==> src/rtl/shift_reg_pkg.sv <==
// Shared encodings for the universal shift register and its burst controller.
//   mode_e  : manual operation select (3 bits; 3'b111 is reserved and holds)
//   state_e : burst FSM states
package shift_reg_pkg;

    typedef enum logic [2:0] {
        MODE_HOLD = 3'b000,
        MODE_SHR  = 3'b001,
        MODE_SHL  = 3'b010,
        MODE_ROR  = 3'b011,
        MODE_ROL  = 3'b100,
        MODE_LOAD = 3'b101,
        MODE_CLR  = 3'b110
    } mode_e;

    typedef enum logic {
        ST_IDLE  = 1'b0,
        ST_SHIFT = 1'b1
    } state_e;

endpackage

==> src/rtl/shift_reg_univ_burst_ctrl.sv <==
// Burst serialiser controller.
// Owns the IDLE/SHIFT FSM, the bit counter, busy and done, and tells the
// register datapath when to load the burst word and when to shift it.
//   clk       in   system clock
//   reset     in   synchronous active-high reset (aborts a burst, no done)
//   start     in   burst request, honoured only in IDLE
//   busy      out  high while a burst is in progress (WIDTH cycles)
//   done      out  registered one-cycle pulse after the final burst cycle
//   load_stb  out  datapath must load the parallel word this edge
//   shift_stb out  datapath must shift right (ser_in_r at MSB) this edge
module burst_ctrl
    import shift_reg_pkg::*;
#(
    parameter int WIDTH = 8
) (
    input  logic clk,
    input  logic reset,
    input  logic start,
    output logic busy,
    output logic done,
    output logic load_stb,
    output logic shift_stb
);

    localparam int CNT_W = $clog2(WIDTH);
    localparam logic [CNT_W-1:0] CNT_LAST = CNT_W'(WIDTH - 1);

    state_e           state_q, state_d;
    logic [CNT_W-1:0] cnt_q, cnt_d;
    logic             done_q, done_d;

    // State register
    always_ff @(posedge clk) begin
        if (reset) begin
            state_q <= ST_IDLE;
            cnt_q   <= '0;
            done_q  <= 1'b0;
        end else begin
            state_q <= state_d;
            cnt_q   <= cnt_d;
            done_q  <= done_d;
        end
    end

    // Next-state logic. The load edge counts as burst cycle 0, so WIDTH-1
    // shifts follow it and the edge where cnt reaches WIDTH-1 only retires
    // the burst; that is what keeps busy high for exactly WIDTH cycles.
    always_comb begin
        state_d = state_q;
        cnt_d   = cnt_q;
        done_d  = 1'b0;
        unique case (state_q)
            ST_IDLE: begin
                if (start) begin
                    state_d = ST_SHIFT;
                    cnt_d   = '0;
                end
            end
            ST_SHIFT: begin
                if (cnt_q == CNT_LAST) begin
                    state_d = ST_IDLE;
                    done_d  = 1'b1;
                end else begin
                    cnt_d = cnt_q + 1'b1;
                end
            end
            default: state_d = ST_IDLE;
        endcase
    end

    // Outputs
    always_comb begin
        busy      = (state_q == ST_SHIFT);
        load_stb  = (state_q == ST_IDLE) && start;
        shift_stb = (state_q == ST_SHIFT) && (cnt_q != CNT_LAST);
        done      = done_q;
    end

endmodule

==> src/rtl/shift_reg_univ.sv <==
// WIDTH-bit universal shift register with a self-timed LSB-first burst
// serialiser.
//   clk        in   system clock
//   reset      in   synchronous active-high reset, q <= RESET_VAL
//   en         in   enables manual modes (ignored while busy or on start)
//   mode       in   manual op: hold/shr/shl/ror/rol/load/clr (111 = hold)
//   d          in   parallel data for load and burst start
//   ser_in_r   in   bit entering at MSB on right shift and during a burst
//   ser_in_l   in   bit entering at LSB on left shift
//   start      in   burst request, acted on only when idle
//   q          out  register contents
//   ser_out_r  out  q[0]
//   ser_out_l  out  q[WIDTH-1]
//   busy       out  burst in progress
//   done       out  one-cycle pulse at burst completion
module shift_reg_univ
    import shift_reg_pkg::*;
#(
    parameter int               WIDTH     = 8,
    parameter logic [WIDTH-1:0] RESET_VAL = '0
) (
    input  logic             clk,
    input  logic             reset,
    input  logic             en,
    input  logic [2:0]       mode,
    input  logic [WIDTH-1:0] d,
    input  logic             ser_in_r,
    input  logic             ser_in_l,
    input  logic             start,
    output logic [WIDTH-1:0] q,
    output logic             ser_out_r,
    output logic             ser_out_l,
    output logic             busy,
    output logic             done
);

    logic [WIDTH-1:0] q_q, q_d;
    logic             load_stb;
    logic             shift_stb;

    burst_ctrl #(
        .WIDTH (WIDTH)
    ) u_burst_ctrl (
        .clk       (clk),
        .reset     (reset),
        .start     (start),
        .busy      (busy),
        .done      (done),
        .load_stb  (load_stb),
        .shift_stb (shift_stb)
    );

    // Burst strobes win over manual modes; manual ops only when idle and
    // no burst is being requested.
    always_comb begin
        q_d = q_q;
        if (load_stb) begin
            q_d = d;
        end else if (shift_stb) begin
            q_d = {ser_in_r, q_q[WIDTH-1:1]};
        end else if (en && !busy && !start) begin
            case (mode)
                MODE_SHR:  q_d = {ser_in_r, q_q[WIDTH-1:1]};
                MODE_SHL:  q_d = {q_q[WIDTH-2:0], ser_in_l};
                MODE_ROR:  q_d = {q_q[0], q_q[WIDTH-1:1]};
                MODE_ROL:  q_d = {q_q[WIDTH-2:0], q_q[WIDTH-1]};
                MODE_LOAD: q_d = d;
                MODE_CLR:  q_d = '0;
                default:   q_d = q_q;
            endcase
        end
    end

    always_ff @(posedge clk) begin
        if (reset) begin
            q_q <= RESET_VAL;
        end else begin
            q_q <= q_d;
        end
    end

    assign q         = q_q;
    assign ser_out_r = q_q[0];
    assign ser_out_l = q_q[WIDTH-1];

endmodule

==> config.mk <==
export PLATFORM = sky130hd
export DESIGN_NAME = shift_reg_univ
export DESIGN_NICKNAME = d
export VERILOG_FILES = /design/src/rtl/shift_reg_pkg.sv /design/src/rtl/shift_reg_univ_burst_ctrl.sv /design/src/rtl/shift_reg_univ.sv
export SDC_FILE = /design/constraint.sdc
export NUM_CORES = 1
export LEC_CHECK = 0
export CORE_MARGIN = 8
export CORE_UTILIZATION = 50
export CTS_BUF_LIST = sky130_fd_sc_hd__clkbuf_2
export DETAILED_ROUTE_END_ITERATION = 12
export PLACE_DENSITY = 0.86
export SETUP_SLACK_MARGIN = 0.2
export SLEW_MARGIN = 20
export SYNTH_ARGS = -nofsm -noshare
export SYNTH_HDL_FRONTEND = slang
export SYNTH_HIERARCHICAL = 1
export SYNTH_SLANG_ARGS = --single-unit
==> constraint.sdc <==
create_clock -name clk -period 4.3 [get_ports clk]
set_input_delay 0.43 -clock clk [delete_from_list [all_inputs] [get_ports clk]]
set_output_delay 0.43 -clock clk [all_outputs]
set_load 0.01 [all_outputs]
==> reports/metrics.yaml, run 1 <==
sta:
  fmax_ghz: 0.448
  setup_viol: 0
  slew_violations: 0
  hold_viol: 0
  setup_tns_ns: 0
  fin_skew_ns: 0.0107
  post-route-period-util_pct: 51.9
  relSlewSlack_pct: 61.8
  rsz0062_at_grt: "false"
  worstMarginPinSlew_ns: 0.571
  layout_min_cycle_time_ns: 2.23
worst_hold_path:
  worstHoldPathCells: 2
  hold_path.class: "register to register"
worst_setup_path:
  cpMaxStageDelayCell: "o21ai_1"
  cp-start-kind: "register"
  cp_num_buf_inv: 1
  worstPathArrival_ns: 2.42
  critPathKind: "register to register"
  critPathMaxStageDelay_ns: 0.38
  critPathTopFamily: "compound AO/OA/AOI/OAI gates"
  cp-end-kind: "register"
  path_max_fanout: 10
  path_cells: "ha_1 > ha_1 > nor2b_1 > clkinv_1 > o21ai_1 > a22oi_1 > o32ai_1"
  cp.required_ns: 4.49
  crit_top_cell: "ha_1"
  r2r_cells: 7
  crit_cells: 7
floorplanning:
  fp.dieH_um: 58.3
  die_x_um: 58.3
  coreArea_um2: 1710
  num_io_pins: 29
  die_area_um2: 3400
  initial_core_util_pct: 52.5
  rows: 15
clock_tree:
  cts_tree: "yes"
  worstSkewPairLatency_ns: 0.29
  post_cts_buffers: 0
  htree_levels: 1
  numCtsBuffers: 3
  cts_hold_buf: 0
  clock-root-buffer: "clkbuf_2"
  cts.sinks: 13
  clockBufferDepth: 2
  cts_resized: 0
  path_clk_slew_ns: 0.15
power:
  p_leak_nw: 0.460
  p_int_uw: 213
  switchingPower_uw: 108
  clkPwrFrac_pct: 21.6
  pwr_density_cell_nw_per_um2: 271
  p_seq_share_pct: 44.5
  ir_worst_vdd_v: 0.000194
  comb_power_share_pct: 33.9
  p_sw_share_pct: 33.6
finish:
  diodes: 0
  drive_above_1_share_pct: 9.45
  final_nets: 148
  syn_to_final_growth_pct: 32.4
  seq_area_um2: 260
  fin_cells: 152
  finish.utilization_pct: 69.5
  final_common_cell: "clkdlybuf4s50_1"
  nFillCells: 148
  multiInputGateArea_um2: 568
  final_cell_mix: "clkdlybuf4s50_1 (28), dfxtp_1 (13), nand2_1 (9)"
  final_area_um2: 1190
yosys:
  synth_area_um2: 896
  syn_avg_cell_area_um2: 8.78
  ys_warn_count: 6
  ys_seq_elements: 13
  ys_seq_area_share_pct: 29.1
  synth_largest_area_cell: "dfxtp_1"
  synth_top_area_share_pct: 29.1
  synth_cells: 102
  synth_cell_types: 43
  syn_nets: 122
  synthTopCellsByArea: "dfxtp_1 (29%), a221o_1 (6.7%), a22oi_1 (5.9%)"
grt:
  grt_pass1_vias: 856
  antenna_found_initial: 0
  busiest_layer: "met2"
  grtUsageMet3_pct: 3.91
  grt_overflow: 0
  grt_pass1_wl_mm: 4.08
  grt_start_max_net_pins: 18
  use_met2_pct: 23.3
  grt_use_met1_pct: 18.7
  track_usage_pct: 15.0
placement:
  place_area_um2: 1170
  place.port_buffers: 28
  dp.cells: 148
  place.gp.congestion: 0.809
  hpwlAfterDp_mm: 1.80
drt:
  ant_nets: 0
  drc_errors: 0
  wire_per_inst_um: 16.9
  vias_per_cell: 6.11
  routed_wl_mm: 2.56
  vias: 929
  drt_pass1_iterations: 4
  initialDrtViolationCount: 31
job:
  max_cap_violations: 0
outcome:
  status: "finished, final reports clean"
-- state kept, by name, summed over array words and instances (netlist names) --
name and count:
u_burst_ctrl/busy 1, u_burst_ctrl/done 1, q 8, u_burst_ctrl/cnt_q 3
-- logic make-up after synthesis --
logic type	count (synthesis)	synth area share (%)
DFF	13	29.1
xor gates and xnor gates	1	0.978
AOI/OAI and AO/OA	34	30.9
adders and majority gates	3	4.19
buffers and inverters	13	7.54
and+or+nand+nor	38	27.4
-- power by group through the flow --
stage	clock network, mW	logic (mW)	registers (mW)
floorplan	0	0.0574	0.147
global placement	0	0.105	0.145
detailed placement	0	0.108	0.145
CTS	0.0688	0.109	0.143
global route	0.0743	0.117	0.144
finish	0.0696	0.109	0.143
-- routing by layer --
layer  part of all wire (%)  vias to the layer above
li1                       -                      443
met1                     44                      444
met2                     47                       38
met3                    7.8                        4
met4                   0.78                        0
met5                      0                        -
-- cells in the mapped netlist (all sizes together) --
library cell,n
a211oi,1
a21oi,1
a221o,7
a221oi,1
a22oi,7
a31oi,1
and2,1
and2b,2
and3b,1
buf,6
clkbuf,2
clkinv,1
dfxtp,13
ha,3
inv,4
nand2,9
nand2b,1
nand3,1
nand3b,3
nand4,1
nand4bb,1
nor2,8
nor2b,4
nor3,1
nor4b,1
o211a,1
o211ai,1
o21ai,3
o21ba,1
o22ai,1
o31ai,2
o32ai,5
o41ai,2
or2,1
or3,1
or4b,1
or4bb,1
xnor2,1
-- worst paths after layout --
check | start | to | slack [ns]
setup / recovery | u_burst_ctrl/cnt_q[0]$_SDFFE_PP0P_ | q[6]$_SDFFE_PP0P_ | 2.07
setup reg to reg | u_burst_ctrl/cnt_q[0]$_SDFFE_PP0P_ | q[6]$_SDFFE_PP0P_ | 2.07
hold / removal | u_burst_ctrl/cnt_q[1]$_SDFFE_PP0P_ | u_burst_ctrl/cnt_q[1]$_SDFFE_PP0P_ | 0.48
hold reg to reg | u_burst_ctrl/cnt_q[1]$_SDFFE_PP0P_ | u_burst_ctrl/cnt_q[1]$_SDFFE_PP0P_ | 0.48
-- area by class of cell --
cell class	count	share of cell area, %
flip-flops and latches	13	21.9
repair buffers	29	24.3
well taps	25	2.64
inverters	5	1.58
multi-input cells	76	47.9
clock buffers	4	1.69
-- metrics by stage --
stage,hold slack [ns],setup WS (ns),power [mW]
global placement,0.461,2.00,0.250
floorplan,0.447,2.51,0.204
CTS,0.487,2.08,0.320
global route,0.502,1.81,0.336
finish,0.484,2.07,0.322
detailed placement,0.468,1.94,0.253
-- worst reg2reg max path, delay by kind of cell, from the launching register on --
kind	cells	cell delay, ns
flip-flops	1	0.36
AO/OA/AOI/OAI	3	0.85
buffers and inverters	1	0.31
adder cells (fa/ha/maj)	2	0.43
AND/OR/NAND/NOR	1	0.20
Power figures use the tool's default switching activity.
==> run 2, diff against run 1 <==
--- a/config.mk
+++ b/config.mk
@@ -6,10 +6,10 @@
 export NUM_CORES = 1
 export LEC_CHECK = 0
 export CORE_MARGIN = 8
-export CORE_UTILIZATION = 50
+export CORE_UTILIZATION = 47
 export CTS_BUF_LIST = sky130_fd_sc_hd__clkbuf_2
 export DETAILED_ROUTE_END_ITERATION = 12
-export PLACE_DENSITY = 0.86
+export PLACE_DENSITY = 0.81
 export SETUP_SLACK_MARGIN = 0.2
 export SLEW_MARGIN = 20
 export SYNTH_ARGS = -nofsm -noshare
==> constraint.sdc (replaced) <==
create_clock -name clk -period 2.3 [get_ports clk]
set_input_delay 0.23 -clock clk [delete_from_list [all_inputs] [get_ports clk]]
set_output_delay 0.23 -clock clk [all_outputs]
set_load 0.01 [all_outputs]
==> reports/metrics.yaml, run 2 (synthesis gave the netlist of run 1 again) <==
power:
  pwr_density_cell_nw_per_um2: 491  # +81%
  p_leak_nw: 0.477  # +3.7%
  ir_worst_vdd_v: 0.000319  # +65%
finish:
  final_nets: 151  # +2.0%
  fin_cells: 155  # +2.0%
  seq_area_um2: 260  # unchanged
  final_common_cell: "clkdlybuf4s50_1"
  drive_above_1_share_pct: 13.8  # +4.4 points
  syn_to_final_growth_pct: 35.6
  largest_reg_flops: 8  # unchanged
  top_register: "q"
  reg_top3: "q (8), u_burst_ctrl/cnt_q (3)"
  nFillCells: 153  # +3.4%
  finish.utilization_pct: 68.9  # -0.59 points
  diodes: 0  # unchanged
  final_cell_mix: "clkdlybuf4s50_1 (28), dfxtp_1 (13), nor2_1 (8), nand2_1 (8), a22oi_1 (7)"
  multiInputGateArea_um2: 574  # +1.1%
drt:
  routed_wl_mm: 2.45  # -4.5%
  dr_wl_met2_mm: 1.17  # -3.0%
  wl_met1_mm: 1.06  # -6.7%
  vias_per_cell: 5.94  # -2.9%
  drc_errors: 0  # unchanged
  top_layer: "met4"
  met3_length_um: 197  # -1.5%
  wire_per_inst_um: 15.8  # -6.3%
  vias: 920  # -0.97%
  drt_pass1_iterations: 5  # +1
  initialDrtViolationCount: 55  # +77%
  ant_nets: 0  # unchanged
clock_tree:
  worstSkewPairLatency_ns: 0.27  # -0.02 ns
  cts_tree: "yes"
  numCtsBuffers: 3  # unchanged
  path_clk_slew_ns: 0.14  # about the same
  cts.sinks: 13  # unchanged
  clockBufferDepth: 2  # unchanged
  clock-root-buffer: "clkbuf_2"
  cts_hold_buf: 0  # unchanged
  htree_levels: 1  # unchanged
worst_hold_path:
  hold_path.class: "register to register"
grt:
  antenna_found_initial: 0  # unchanged
  track_usage_pct: 14.5  # -0.50 points
  grt_pass1_wl_mm: 4.05  # -0.83%
  grt_start_max_net_pins: 17  # -1
  grt_pass1_vias: 865  # +1.1%
  grt_overflow: 0  # unchanged
worst_setup_path:
  cp-end-kind: "register"
  r2r_cells: 7  # unchanged
  crit_end: "q[5]$_SDFFE_PP0P_"
  critPathKind: "input port to register"
  cp.required_ns: 2.47  # -2.02 ns
  reg2reg_slack_ns: 0.49  # -1.58 ns
  startpoint: "mode[1]"
  worstReg2RegStart: "u_burst_ctrl/cnt_q[0]$_SDFFE_PP0P_"
  worstPathArrival_ns: 2.05  # -0.37 ns
  r2r-end: "q[1]$_SDFFE_PP0P_"
  path_max_fanout: 11  # +1
  cp-start-kind: "input port"
placement:
  place.port_buffers: 28  # unchanged
  hpwlAfterDp_mm: 1.77  # -1.7%
  place.gp.congestion: 0.823  # +1.7%
  dp.cells: 151  # +2.0%
floorplanning:
  die_area_um2: 3560  # +4.6%
  initial_core_util_pct: 50.8  # -1.7 points
  coreArea_um2: 1760  # +3.3%
  die_x_um: 59.7  # +2.3%
  num_io_pins: 29  # unchanged
  fp.dieH_um: 59.7  # +2.3%
  rows: 15  # unchanged
sta:
  layout_min_cycle_time_ns: 1.88
  post-route-period-util_pct: 81.8
  hold_viol: 0  # unchanged
  worstMarginPinSlew_ns: 0.411  # -0.161 ns
  rsz0062_at_grt: "false"
  whs_ns: 0.491  # +0.00615 ns
  relSlewSlack_pct: 72.5  # +11 points
  fin_skew_ns: 0.0109  # +0.000202 ns
  setup_tns_ns: 0  # unchanged
  fmax_ghz: 0.532
  slew_violations: 0  # unchanged
  setup_viol: 0  # unchanged
outcome:
  status: "finished, final reports clean"
job:
  max_cap_violations: 0  # unchanged
run 2: cell types whose count changed in the layout (fill, tap and decap cells not counted):
cell and change:
o21ai_1 -1, o21ai_2 +1, nand2_1 -1, inv_2 +1, nand2_2 +1, clkinv_1 -1
buf_4 +3
run 2: layout make-up:
cell class / instances / area share (%)
inverters: 5 / 1.54
clock buffers: 4 / 1.65
flip-flops and latches: 13 / 21.4
multi-input cells: 76 / 47.3
well taps: 25 / 2.57
repair buffers: 32 / 25.5
run 2: worst min path at each step:
stage                                                   from                                  to  slack (ns)  cells after the start
after floorplan                                        reset  u_burst_ctrl/cnt_q[1]$_SDFFE_PP0P_        0.34                      1
after global placement    u_burst_ctrl/cnt_q[1]$_SDFFE_PP0P_  u_burst_ctrl/cnt_q[1]$_SDFFE_PP0P_        0.46                      2
after CTS                 u_burst_ctrl/cnt_q[1]$_SDFFE_PP0P_  u_burst_ctrl/cnt_q[1]$_SDFFE_PP0P_        0.49                      2
final                     u_burst_ctrl/cnt_q[1]$_SDFFE_PP0P_  u_burst_ctrl/cnt_q[1]$_SDFFE_PP0P_        0.49                      2
after detailed placement  u_burst_ctrl/cnt_q[1]$_SDFFE_PP0P_  u_burst_ctrl/cnt_q[1]$_SDFFE_PP0P_        0.47                      2
after global routing      u_burst_ctrl/cnt_q[1]$_SDFFE_PP0P_  u_burst_ctrl/cnt_q[1]$_SDFFE_PP0P_        0.50                      2
run 2: metrics by stage:
| step | worst slack, ns | power, mW | cell area (um2) |
|---|---|---|---|
| finish | 0.419 | 0.597 | 1210 |
| CTS | 0.224 | 0.598 | 1210 |
| global placement | 0.206 | 0.474 | 1190 |
| global route | 0.332 | 0.641 | 1210 |
| detailed placement | 0.183 | 0.477 | 1190 |
| floorplan | 0.512 | 0.381 | 896 |
run 2: repair_timing:
item	4_1_cts	5_1_grt
endpoints found under the setup margin	0	8
endpoints found under the hold margin	0	0
setup buffers	0	0
resized for setup	0	3
run 2: worst max-delay path, cell delays in order:
cell	delay, ns
clkdlybuf4s50_1	0.67
and2b_1	0.25
and2_0	0.27
a221o_1	0.35
a22oi_1	0.18
o31ai_1	0.10
run 2: routing by layer:
| layer | vias up | track usage, % |
|---|---|---|
| li1 | 449 | - |
| met1 | 427 | 17.9 |
| met2 | 40 | 22.3 |
| met3 | 4 | 4.93 |
| met4 | 0 | 5.44 |
| met5 | - | 0 |
run 2: power by group:
group | internal [mW] | total, mW | switching, mW
Combinational | 0.114 | 0.211 | 0.0977
Sequential | 0.244 | 0.264 | 0.0200
Clock | 0.0461 | 0.121 | 0.0751
==> run 3, diff against run 2 <==
==> constraint.sdc (replaced) <==
create_clock -name clk -period 1.8 [get_ports clk]
set_input_delay 0.18 -clock clk [delete_from_list [all_inputs] [get_ports clk]]
set_output_delay 0.18 -clock clk [all_outputs]
set_load 0.01 [all_outputs]
==> reports/metrics.yaml, run 3 (synthesis gave the netlist of run 1 again) <==
sta:
  fmax_ghz: 0.619
  layout_min_cycle_time_ns: 1.62
  hold_viol: 0  # unchanged
  fin_skew_ns: 0.000881  # -0.0100 ns
  rsz0062_at_grt: "true"
  slew_violations: 0  # unchanged
  post-route-period-util_pct: 89.8
  whs_ns: 0.499  # +0.00845 ns
  worstMarginPinSlew_ns: 0.381  # -0.0293 ns
  setup_viol: 0  # unchanged
  relSlewSlack_pct: 74.5  # +2.0 points
clock_tree:
  numCtsBuffers: 3  # unchanged
  cts.sinks: 13  # unchanged
  path_clk_slew_ns: 0.12  # -0.02 ns
  worstSkewPairLatency_ns: 0.26  # about the same
  htree_levels: 1  # unchanged
  clock-root-buffer: "clkbuf_2"
  cts_tree: "yes"
  clockBufferDepth: 2  # unchanged
  cts_hold_buf: 0  # unchanged
worst_setup_path:
  worstReg2RegStart: "u_burst_ctrl/cnt_q[1]$_SDFFE_PP0P_"
  cp-end-kind: "register"
  path_max_fanout: 6  # -5
  r2r-end: "q[4]$_SDFFE_PP0P_"
  cp-start-kind: "input port"
  reg2reg_slack_ns: 0.21  # -0.28 ns
  worstPathArrival_ns: 1.77  # -0.28 ns
  cp.required_ns: 1.96  # -0.51 ns
  r2r_cells: 7  # unchanged
  critPathKind: "input port to register"
drt:
  drt_pass1_iterations: 4  # -1
  drc_errors: 0  # unchanged
  vias: 1007  # +9.5%
  initialDrtViolationCount: 57  # +3.6%
  vias_per_cell: 6.14  # +3.4%
  ant_nets: 0  # unchanged
  wire_per_inst_um: 18.7  # +18%
  routed_wl_mm: 3.06  # +25%
power:
  ir_worst_vdd_v: 0.000469  # +47%
  p_leak_nw: 0.539  # +13%
  pwr_density_cell_nw_per_um2: 589  # +20%
  power_uw: 821  # +38%
grt:
  grt_start_max_net_pins: 17  # unchanged
  track_usage_pct: 16.1  # +1.6 points
  grt_overflow: 0  # unchanged
  antenna_found_initial: 0  # unchanged
  grt_pass1_vias: 962  # +11%
  grt_pass1_wl_mm: 4.50  # +11%
finish:
  fin_cells: 164  # +5.8%
  reg_top3: "q (8), u_burst_ctrl/cnt_q (3)"
  largest_reg_flops: 8  # unchanged
  top_register: "q"
  drive_above_1_share_pct: 28.8  # +15 points
  syn_to_final_growth_pct: 55.6
  final_nets: 160  # +6.0%
  final_cell_mix: "clkdlybuf4s50_1 (26), buf_4 (12), dfxtp_1 (10)"
  final_common_cell: "clkdlybuf4s50_1"
  final_area_um2: 1390  # +15%
  diodes: 0  # unchanged
  nFillCells: 133  # -13%
worst_hold_path:
  worstHoldPathCells: 2  # unchanged
  min_from: "u_burst_ctrl/cnt_q[1]$_SDFFE_PP0P_"
  hold_path.class: "register to register"
  min_to: "u_burst_ctrl/cnt_q[1]$_SDFFE_PP0P_"
floorplanning:
  die_x_um: 59.7  # unchanged
  num_io_pins: 29  # unchanged
  die_area_um2: 3560  # unchanged
  rows: 15  # unchanged
  coreArea_um2: 1760  # unchanged
  initial_core_util_pct: 50.8  # unchanged
  fp.dieH_um: 59.7  # unchanged
job:
  max_cap_violations: 0  # unchanged
placement:
  place_area_um2: 1240  # +4.6%
  place.gp.congestion: 0.931  # +13%
  hpwlAfterDp_mm: 2.01  # +14%
  place.port_buffers: 28  # unchanged
  dp.cells: 157  # +4.0%
outcome:
  status: "finished, final reports clean"
run 3: cell count changes in the layout (fill, tap and decap cells not counted), moves of 3 or more:
| cell | delta |
|---|---|
| buf_4 | +8 |
| dfxtp_1 | -3 |
| a22oi_1 | -3 |
| a22oi_2 | +3 |
| dfxtp_2 | +3 |
| o32ai_2 | +3 |
| o32ai_1 | -3 |
run 3: report_power, final:
part	internal (mW)	switching (mW)	total [mW]
clock	0.0590	0.0917	0.151
sequential	0.313	0.0286	0.342
combinational	0.173	0.155	0.329
total	0.546	0.275	0.821
run 3: final cells by class:
cell class | instances | area (um2) | area share, %
Multi-Input combinational cell | 77 | 683 | 49.0
Timing Repair Buffer | 40 | 372 | 26.7
Sequential cell | 13 | 264 | 18.9
Tap cell | 25 | 31.3 | 2.24
Inverter | 5 | 23.8 | 1.71
Clock buffer | 4 | 20.0 | 1.44
run 3: how the worst max path moves through the flow:
stage	startpoint	slack, ns	to
after floorplan	u_burst_ctrl/cnt_q[0]$_SDFFE_PP0P_	0.24	q[6]$_SDFFE_PP0P_
after global placement	mode[1]	-0.20	q[5]$_SDFFE_PP0P_
after detailed placement	mode[1]	-0.26	q[5]$_SDFFE_PP0P_
after CTS	mode[2]	0.21	q[4]$_SDFFE_PP0P_
after global routing	u_burst_ctrl/busy$_SDFF_PP0_	0.17	q[4]$_SDFFE_PP0P_
final	mode[0]	0.18	q[4]$_SDFFE_PP0P_
run 3: routing by layer:
layer	GRT usage (%)	share of wire, %
met3	4.28	8.5
met4	3.06	0.88
met5	0	0
met1	18.7	40
met2	28.6	50
run 3: what timing repair did:
| item | in CTS | in global routing |
|---|---|---|
| gates cloned | 1 | 0 |
| gates resized for setup | 9 | 13 |
| setup buffers | 1 | 1 |
| setup endpoints to repair | 8 | 9 |
| pin swaps | 7 | 4 |
run 3: critical path, cell delays in order:
cell	delay (ns)
clkdlybuf4s50_1	0.58
buf_4	0.17
nor2_1	0.05
buf_4	0.16
a221o_1	0.35
a22oi_1	0.18
o32ai_1	0.11
run 3: through the flow:
| stage | setup TNS [ns] | util [%] | setup slack [ns] |
|---|---|---|---|
| 3_5_place_dp | -1.75 | 70.5 | -0.257 |
| 6_report | 0 | 79.0 | 0.184 |
| 2_1_floorplan | 0 | - | 0.241 |
| 3_3_place_gp | -1.29 | 70.5 | -0.204 |
| 4_1_cts | 0 | 74.4 | 0.209 |
| 5_1_grt | 0 | 79.0 | 0.167 |
